## config.mk

```make
export PLATFORM = sky130hd
export DESIGN_NAME = csr_trap_sequencer
export DESIGN_NICKNAME = d
export VERILOG_FILES = /design/src/rtl/csr_defs.sv /design/src/rtl/csr_trap_target.sv /design/src/rtl/csr_trap_sequencer.sv
export SDC_FILE = /design/constraint.sdc
export NUM_CORES = 1
export LEC_CHECK = 0
export ABC_AREA = 1
export CAP_MARGIN = 20
export CORE_MARGIN = 2
export CORE_UTILIZATION = 46
export CTS_CLUSTER_SIZE = 10
export DETAILED_ROUTE_END_ITERATION = 16
export PLACE_DENSITY = 0.89
export SETUP_SLACK_MARGIN = 0.3
export SLEW_MARGIN = 30
export SYNTH_ARGS = -nofsm -noshare
export SYNTH_HDL_FRONTEND = slang
export SYNTH_SLANG_ARGS = --single-unit
```

## constraint.sdc

```tcl
create_clock -name clk -period 5.4 [get_ports clk]
set_input_delay 1.08 -clock clk [delete_from_list [all_inputs] [get_ports clk]]
set_output_delay 1.08 -clock clk [all_outputs]
set_load 0.05 [all_outputs]
```

## src/rtl/csr_defs.sv

```systemverilog
// csr_defs: CSR addresses, mstatus bit positions and sequencer state encoding.
package csr_defs;
  localparam logic [11:0] CSR_MSTATUS = 12'h300;
  localparam logic [11:0] CSR_MTVEC   = 12'h305;
  localparam logic [11:0] CSR_MEPC    = 12'h341;
  localparam logic [11:0] CSR_MCAUSE  = 12'h342;
  localparam logic [11:0] CSR_MTVAL   = 12'h343;
  localparam int MIE_BIT  = 3;
  localparam int MPIE_BIT = 7;
  localparam int MPP_HI   = 12;
  localparam int MPP_LO   = 11;
  typedef enum logic [2:0] {
    IDLE,
    T_MEPC,
    T_MCAUSE,
    T_MTVAL,
    T_MSTATUS,
    M_MSTATUS,
    REDIRECT
  } state_e;
endpackage

```

## src/rtl/csr_trap_target.sv

```systemverilog
// csr_trap_target: trap handler PC from mtvec, direct or vectored by interrupt cause.
module csr_trap_target #(
  parameter int XLEN   = 32,
  parameter bit VEC_EN = 1'b1
) (
  input  logic [XLEN-1:0] mtvec,
  input  logic            irq,
  input  logic [3:0]      code,
  output logic [XLEN-1:0] target
);
  logic [XLEN-1:0] base;
  always_comb begin
    base   = {mtvec[XLEN-1:2], 2'b00};
    target = (VEC_EN && mtvec[1:0] == 2'b01 && irq) ? base + {{(XLEN-6){1'b0}}, code, 2'b00} : base;
  end
endmodule

```

## src/rtl/csr_trap_sequencer.sv

```systemverilog
// csr_trap_sequencer: arbitrates the CSR write port between WB writebacks and the
// multi-cycle trap-entry / MRET update sequences, then redirects and flushes the pipe.
module csr_trap_sequencer
  import csr_defs::*;
#(
  parameter int XLEN   = 32,
  parameter bit VEC_EN = 1'b1
) (
  input  logic            clk,
  input  logic            rst,
  input  logic            trap_req,
  input  logic            trap_irq,
  input  logic [3:0]      trap_code,
  input  logic [XLEN-1:0] trap_pc,
  input  logic [XLEN-1:0] trap_tval,
  input  logic            mret_req,
  input  logic            pipe_csr_we,
  input  logic [11:0]     pipe_csr_addr,
  input  logic [XLEN-1:0] pipe_csr_wdata,
  input  logic [XLEN-1:0] mtvec_in,
  input  logic [XLEN-1:0] mepc_in,
  input  logic [XLEN-1:0] mstatus_in,
  output logic            csr_we,
  output logic [11:0]     csr_waddr,
  output logic [XLEN-1:0] csr_wdata,
  output logic            stall_pipe,
  output logic            flush_pipe,
  output logic            redirect_valid,
  output logic [XLEN-1:0] redirect_pc,
  output logic            busy
);
  state_e          state_q, state_d;
  logic [XLEN-1:0] pc_q, pc_d, cause_q, cause_d, tval_q, tval_d, target_q, target_d;
  logic [XLEN-1:0] trap_target, ms_trap, ms_mret;
  csr_trap_target #(.XLEN(XLEN), .VEC_EN(VEC_EN)) u_target (
    .mtvec  (mtvec_in),
    .irq    (trap_irq),
    .code   (trap_code),
    .target (trap_target)
  );
  // mstatus is read live in its write cycle; the pipeline is stalled so it cannot change.
  always_comb begin
    ms_trap                = mstatus_in;
    ms_trap[MPIE_BIT]      = mstatus_in[MIE_BIT];
    ms_trap[MIE_BIT]       = 1'b0;
    ms_trap[MPP_HI:MPP_LO] = 2'b11;
    ms_mret                = mstatus_in;
    ms_mret[MIE_BIT]       = mstatus_in[MPIE_BIT];
    ms_mret[MPIE_BIT]      = 1'b1;
    ms_mret[MPP_HI:MPP_LO] = 2'b11;
  end
  always_comb begin
    state_d        = state_q;
    pc_d           = pc_q;
    cause_d        = cause_q;
    tval_d         = tval_q;
    target_d       = target_q;
    csr_we         = 1'b0;
    csr_waddr      = '0;
    csr_wdata      = '0;
    flush_pipe     = 1'b0;
    redirect_valid = 1'b0;
    redirect_pc    = '0;
    case (state_q)
      IDLE: begin
        if (trap_req) begin
          pc_d     = trap_pc & ~{{(XLEN-2){1'b0}}, 2'b11};
          cause_d  = {trap_irq, {(XLEN-5){1'b0}}, trap_code};
          tval_d   = trap_tval;
          target_d = trap_target;
          state_d  = T_MEPC;
        end else if (mret_req) begin
          target_d = mepc_in;
          state_d  = M_MSTATUS;
        end else if (pipe_csr_we) begin
          csr_we    = 1'b1;
          csr_waddr = pipe_csr_addr;
          csr_wdata = pipe_csr_wdata;
        end
      end
      T_MEPC: begin
        csr_we    = 1'b1;
        csr_waddr = CSR_MEPC;
        csr_wdata = pc_q;
        state_d   = T_MCAUSE;
      end
      T_MCAUSE: begin
        csr_we    = 1'b1;
        csr_waddr = CSR_MCAUSE;
        csr_wdata = cause_q;
        state_d   = T_MTVAL;
      end
      T_MTVAL: begin
        csr_we    = 1'b1;
        csr_waddr = CSR_MTVAL;
        csr_wdata = tval_q;
        state_d   = T_MSTATUS;
      end
      T_MSTATUS: begin
        csr_we    = 1'b1;
        csr_waddr = CSR_MSTATUS;
        csr_wdata = ms_trap;
        state_d   = REDIRECT;
      end
      M_MSTATUS: begin
        csr_we    = 1'b1;
        csr_waddr = CSR_MSTATUS;
        csr_wdata = ms_mret;
        state_d   = REDIRECT;
      end
      REDIRECT: begin
        flush_pipe     = 1'b1;
        redirect_valid = 1'b1;
        redirect_pc    = target_q;
        state_d        = IDLE;
      end
      default: state_d = IDLE;
    endcase
  end
  assign busy       = (state_q != IDLE);
  assign stall_pipe = busy;
  always_ff @(posedge clk or posedge rst) begin
    if (rst) begin
      state_q  <= IDLE;
      pc_q     <= '0;
      cause_q  <= '0;
      tval_q   <= '0;
      target_q <= '0;
    end else begin
      state_q  <= state_d;
      pc_q     <= pc_d;
      cause_q  <= cause_d;
      tval_q   <= tval_d;
      target_q <= target_d;
    end
  end
endmodule

```

==> impl_metrics.csv, run 1 <==
group,metric,value,unit
outcome,status,"complete, no violations",
cts,cts_tree,"yes",
sta,min_period_over_period,80.66,%
critical_path,max_stage_delay,920,ps
route,drtAntennaViolNets,0,
cells_and_area,layout-drive-gt1-share,9.011,%
yosys,async_reset_ff_share,100.0,%
yosys,synth-seq-cells,102,
global_routing,grt_pass1_vias,6557,
critical_path,cpMaxStageDelayCell,"clkdlybuf4s50_1",
yosys,yosys_warnings,0,
sta,finalSetupViolCount,0,
yosys,ys_top_cells_by_count,"nand2_1 (240), nor2_1 (128), dfrtp_1 (102)",
cts,clk_pin_slew,70,ps
cts,cts_buffers,9,
yosys,syn_inst,862,
placed_design,gp_congestion,0.9057,
cts,cts_setup_buffers,0,
yosys,yosysTopAreaCell,"dfrtp_1",
floorplan,die_h,122.2,um
global_routing,grtUsageTotal,29.96,%
critical_path,required,4320,ps
cts,clock_latency,350,ps
min_path,hp-class,"register to register",
critical_path,critical_path_class,"input port to primary output",
floorplan,dieArea,14920,um^2
sta,totalNegativeSetupSlack,0,ps
cells_and_area,area_growth,50.71,%
yosys,synth_edf_count,0,
power,power_frac_clock,14.1,%
global_routing,grt_pass1_wl,34150,um
sta,maxSlewViolCount,0,
sta,fin_crit,4356,ps
global_routing,grt_overflow,0,
route,viasPerCell,5.196,
placed_design,io_buffers,290,
yosys,netlist_area,6422,um^2
placed_design,placed_cells,1296,
critical_path,worst-path-max-fanout,36,
route,totalWireLength,22390,um
global_routing,antenna_found_initial,2,
critical_path,path_cells,"clkdlybuf4s50_1 > nor2_4 > nand2_4 > inv_4 > nand2_1 > o2111ai_1 > clkdlybuf4s50_1",
power,power_density,498.9,nW/um^2
floorplan,initial_core_util,46.63,%
route,dr.pass1.iters,5,
sta,final-hold-violation-count,0,
yosys,synth.most_common_cell,"nand2_1",
yosys,synth.avg_cell_area,7.451,um^2
route,route.detailed.drc,0,
placed_design,pre_cts_ws,1083,ps
route,wl_per_cell,17.04,um
floorplan,die_x,122.2,um
global_routing,grt_start_max_net_pins,80,
cts,htreeDepth,3,
power,vdd_drop_max,0.2445,mV
route,drt-initial-drc-count,567,
sta,rsz0062_at_grt,"false",
floorplan,placeableCoreArea,13770,um^2
yosys,synth.distinct_cells,37,
sta,setup_slack,1044,ps
sta,maxSlewHeadroom,50.77,%
yosys,syn_nets,1081,
floorplan,io_pins,295,
cts,cts.repair.resized,0,
run,maxCapViolCount,0,
power,p_comb_share,58.3,%
cells_and_area,fin_nets,1346,
sta,finClkSkew,11.68,ps
critical_path,path_delay_family,"buffers and inverters",
critical_path,rr_startpoint,"state_q[0]",
cts,cts_num_sinks,102,
power,swShare,47.11,%
critical_path,startpoint,"mret_req",
critical_path,crit_buf_inv,3,
yosys,synthFlopType,"dfrtp_1",
power,p_sw,2275,uW
sta,clock.fmax,229.6,MHz
critical_path,cp.arrival,3280,ps
critical_path,cp_common_cell,"clkdlybuf4s50_1",
sta,worst_slew_pin_slew,738.4,ps
route,vias,6828,
yosys,synth_top_cell_area_share,39.74,%
cts,cts_hold_buf,0,
cts,clock-root-buffer,"clkbuf_16",
critical_path,end_kind,"primary output",
yosys,seq_area_frac_synth,39.74,%
min_path,hp-start,"target_q[11]",
power,power_leakage,0.004312,uW
power,p_int,2554,uW
yosys,synth_area_leaders,"dfrtp_1 (40%), nand2_1 (14%), mux2_2 (9.6%)",
cells_and_area,stdcell_count,1314,
cts,cts_buffer_depth,2,
cells_and_area,post-route-util,70.28,%
floorplan,rows,43,
power,pwr-share-seq,27.6,%
critical_path,start_kind,"input port",
placed_design,dp_hpwl,17090,um
==> cell families (layout without fill, tap and decap cells) <==
logic type	count (synthesis)	count (layout)	share of synthesized area [%]
and+or+nand+nor	471	471	31.39
buffers and inverters	142	412	9.449
DFF	102	102	39.74
AOI/OAI and AO/OA	82	82	8.007
muxes	55	55	9.643
adders and majority gates	5	5	1.091
xor gates and xnor gates	5	5	0.6818
other	0	2	0
==> state kept, by name, summed over array words and instances, names as in the netlist <==
register,flops
pc_q,30
tval_q,32
target_q,32
state_q,3
cause_q,5
==> layout make-up <==
class	instances	area, um^2
Multi-Input combinational cell	618	3279
Timing Repair Buffer	294	2928
Sequential cell	102	2552
Clock buffer	11	232.7
Inverter	102	390.4
Antenna cell	2	5.005
Fill cell	1108	4094
Clock inverter	5	66.31
Tap cell	180	225.2
==> per-stage QoR <==
stage	total power, uW	cell area (um^2)	hold slack (ps)
3_5_place_dp	4152	9366	464.5
4_1_cts	4841	9666	485.2
2_1_floorplan	3248	6422	448.8
3_3_place_gp	4078	9364	463.5
5_1_grt	5089	9679	500.4
6_report	4829	9679	483.2
==> cell usage in the layout (no fill, tap or decap), types with 3 or more instances in the layout <==
cell type | synthesis | final
a21oi_1 | 23 | 23
a22oi_1 | 18 | 18
buf_4 | 9 | 4
clkbuf_16 | 0 | 9
clkdlybuf4s50_1 | 0 | 289
dfrtp_1 | 102 | 102
ha_1 | 4 | 4
inv_1 | 97 | 93
inv_2 | 3 | 6
mux2_2 | 55 | 55
nand2_1 | 240 | 239
nand2_2 | 5 | 5
nand3_1 | 52 | 52
nand3b_1 | 3 | 3
nand4_1 | 21 | 21
nor2_1 | 128 | 128
nor2_2 | 5 | 5
nor2_4 | 4 | 4
nor3_1 | 8 | 8
o2111ai_1 | 11 | 11
o211ai_1 | 3 | 3
o21ai_0 | 21 | 21
xnor2_1 | 4 | 4
==> final timing paths <==
check                               endpoint  slack [ps]  cells after the start
max in group asynchronous         cause_q[0]        3340                      3
min in group asynchronous        target_q[0]        1250                      2
worst max-delay path            csr_wdata[2]        1040                      7
worst max register to register  target_q[13]        3490                      8
worst min register to register  target_q[11]         480                      2
worst min-delay path            target_q[11]         480                      2
==> power groups by stage <==
stage	logic, uW	registers [uW]	clock network (uW)
2_1_floorplan	1960	1290	0
3_3_place_gp	2760	1320	0
3_5_place_dp	2810	1340	0
4_1_cts	2820	1330	687
5_1_grt	3000	1370	718
6_report	2810	1330	680
==> layer usage <==
metal / routed length, um / global-route usage (%)
met3: 1753 / 6.273
met4: 849 / 13.15
met1: 8894 / 36.36
met2: 10850 / 51.12
met5: 44 / 2.083
==> worst min-delay path, cell delays in order (launching register included) <==
cell and delay (ps):
dfrtp_1 340, nand2_1 50, nand2_1 60
Note: power is estimated with default switching activity, not from simulation.
==> run 2: changes to the inputs <==
--- a/config.mk
+++ b/config.mk
@@ -8,10 +8,10 @@
 export ABC_AREA = 1
 export CAP_MARGIN = 20
 export CORE_MARGIN = 2
-export CORE_UTILIZATION = 46
+export CORE_UTILIZATION = 38
 export CTS_CLUSTER_SIZE = 10
 export DETAILED_ROUTE_END_ITERATION = 16
-export PLACE_DENSITY = 0.89
+export PLACE_DENSITY = 0.79
 export SETUP_SLACK_MARGIN = 0.3
 export SLEW_MARGIN = 30
 export SYNTH_ARGS = -nofsm -noshare
==> constraint.sdc (replaced) <==
create_clock -name clk -period 3.79 [get_ports clk]
set_input_delay 0.758 -clock clk [delete_from_list [all_inputs] [get_ports clk]]
set_output_delay 0.758 -clock clk [all_outputs]
set_load 0.05 [all_outputs]
==> impl_metrics.csv, run 2 (synthesis results as in run 1) <==
group,metric,value,unit
cells_and_area,post-route-util,61.41,%
cells_and_area,final_common_cell,"clkdlybuf4s50_1",
critical_path,r2r_setup_slack,1670,ps
critical_path,cp_common_cell,"nor2_2",
cells_and_area,fillers,1467,
cells_and_area,final_cell_mix,"clkdlybuf4s50_1 (252), nand2_1 (239), nor2_1 (128)",
route,dr.pass1.iters,5,
sta,maxSlewHeadroom,38.16,%
run,maxCapViolCount,0,
floorplan,rows,47,
critical_path,end_kind,"primary output",
sta,min_period_over_period,85.87,%
min_path,hp-class,"register to register",
sta,maxSlewViolCount,0,
sta,finalSetupViolCount,0,
global_routing,antenna_found_initial,2,
floorplan,placeableCoreArea,16520,um^2
sta,fin_crit,3254,ps
critical_path,path_delay_family,"buffers and inverters",
route,wl_per_cell,16.77,um
cts,clock-root-buffer,"clkbuf_16",
route,drtAntennaViolNets,0,
cts,clock_latency,350,ps
placed_design,dp_hpwl,17350,um
cts,cts_num_sinks,102,
cts,clk_pin_slew,80,ps
sta,worst_slew_pin_slew,927.7,ps
cts,cts_tree,"yes",
sta,final-hold-violation-count,0,
sta,holdWs,483.9,ps
route,vias,6819,
cells_and_area,area_growth,58.02,%
route,totalWireLength,22810,um
power,vdd_drop_max,0.5575,mV
global_routing,grt_start_max_net_pins,71,
critical_path,max_stage_delay,810,ps
sta,clock.fmax,307.3,MHz
cells_and_area,layout-drive-gt1-share,12.64,%
critical_path,rr_startpoint,"state_q[0]",
cells_and_area,multi_input_area,3271,um^2
global_routing,grt_overflow,0,
cts,cts_buffer_depth,2,
cells_and_area,reg_top3,"target_q (32), tval_q (32), pc_q (30)",
floorplan,dieArea,17960,um^2
critical_path,worst-path-max-fanout,10,
critical_path,cp.arrival,2500,ps
global_routing,grt_pass1_wl,34880,um
floorplan,io_pins,295,
global_routing,grtUsageTotal,25.17,%
critical_path,cp.depth,8,
sta,finClkSkew,9.648,ps
route,drt-initial-drc-count,416,
min_path,whs_path_depth,2,
sta,rsz0062_at_grt,"false",
cells_and_area,fin_nets,1353,
cts,htreeDepth,3,
floorplan,die_h,134.0,um
min_path,hp-start,"target_q[19]",
critical_path,crit_buf_inv,2,
power,power_leakage,0.004551,uW
min_path,whs_endpoint,"target_q[19]",
critical_path,start_kind,"register",
critical_path,r2r-end,"tval_q[23]",
global_routing,grt_pass1_vias,6390,
critical_path,reg2regPathDepth,5,
critical_path,critical_path_class,"register to primary output",
outcome,status,"complete, no violations",
cells_and_area,seqCellArea,2552,um^2
critical_path,path_cells,"nor2_2 > nand2_2 > nor2_2 > inv_2 > nor2_4 > nand2_4 > nor2_1 > clkdlybuf4s50_1",
placed_design,gp_congestion,0.9569,
cts,cts_buffers,9,
critical_path,required,3030,ps
critical_path,cpMaxStageDelayCell,"clkdlybuf4s50_1",
floorplan,die_x,134.0,um
placed_design,io_buffers,290,
sta,totalNegativeSetupSlack,0,ps
route,viasPerCell,5.014,
floorplan,initial_core_util,38.87,%
route,route.detailed.drc,0,
power,power_density,746.1,nW/um^2
run 2: repair_timing:
item | CTS | global route
setup buffers | 0 | 0
hold buffers | 0 | 0
gates resized for setup | 0 | 1
endpoints found under the setup margin | 0 | 1
run 2: worst max path at each step:
stage	startpoint	endpoint
after detailed placement	mret_req	csr_waddr[8]
after global routing	state_q[0]	csr_waddr[4]
after CTS	state_q[0]	csr_waddr[8]
final	state_q[0]	csr_waddr[4]
after floorplan	rst	cause_q[0]
after global placement	mret_req	csr_waddr[8]
run 2: per-stage QoR:
step                power, uW  worst slack [ps]  instances  area, um^2
finish                   7572             535.5       1360       10150
global route             7984             385.6       1360       10150
CTS                      7624             477.1       1359       10140
detailed placement       6656             552.6       1343        9839
global placement         6557             555.4       1343        9839
floorplan                4628             356.5        862        6422
run 2: cell type report:
cell class                 count  area share [%]
multi-input combinational    618           32.23
timing repair buffer         301           33.07
sequential                   102           25.15
inverter                     102           3.822
clock inverter                 7          0.7767
clock buffer                   9           2.219
antenna                        1         0.02466
tap                          220           2.712
run 2: report_power, final:
group | internal [uW] | total (uW) | switching, uW
logic | 2040 | 4730 | 2690
clock network | 469 | 949 | 479
registers | 1640 | 1890 | 257
run 2: per-layer routing:
layer | share of wire (%) | wire [um] | global-route usage, % | vias to the layer above
met5 | 0.044 | 10 | 0 | -
met4 | 4.2 | 952 | 11.17 | 2
met3 | 6.9 | 1568 | 4.762 | 58
met2 | 47 | 10820 | 41.62 | 277
met1 | 41 | 9458 | 32.15 | 3165
li1 | - | - | - | 3317
run 2: worst min-delay path, stage by stage (launching register included):
cell	delay, ps
dfrtp_1	350
nand2_1	50
nand2_1	50
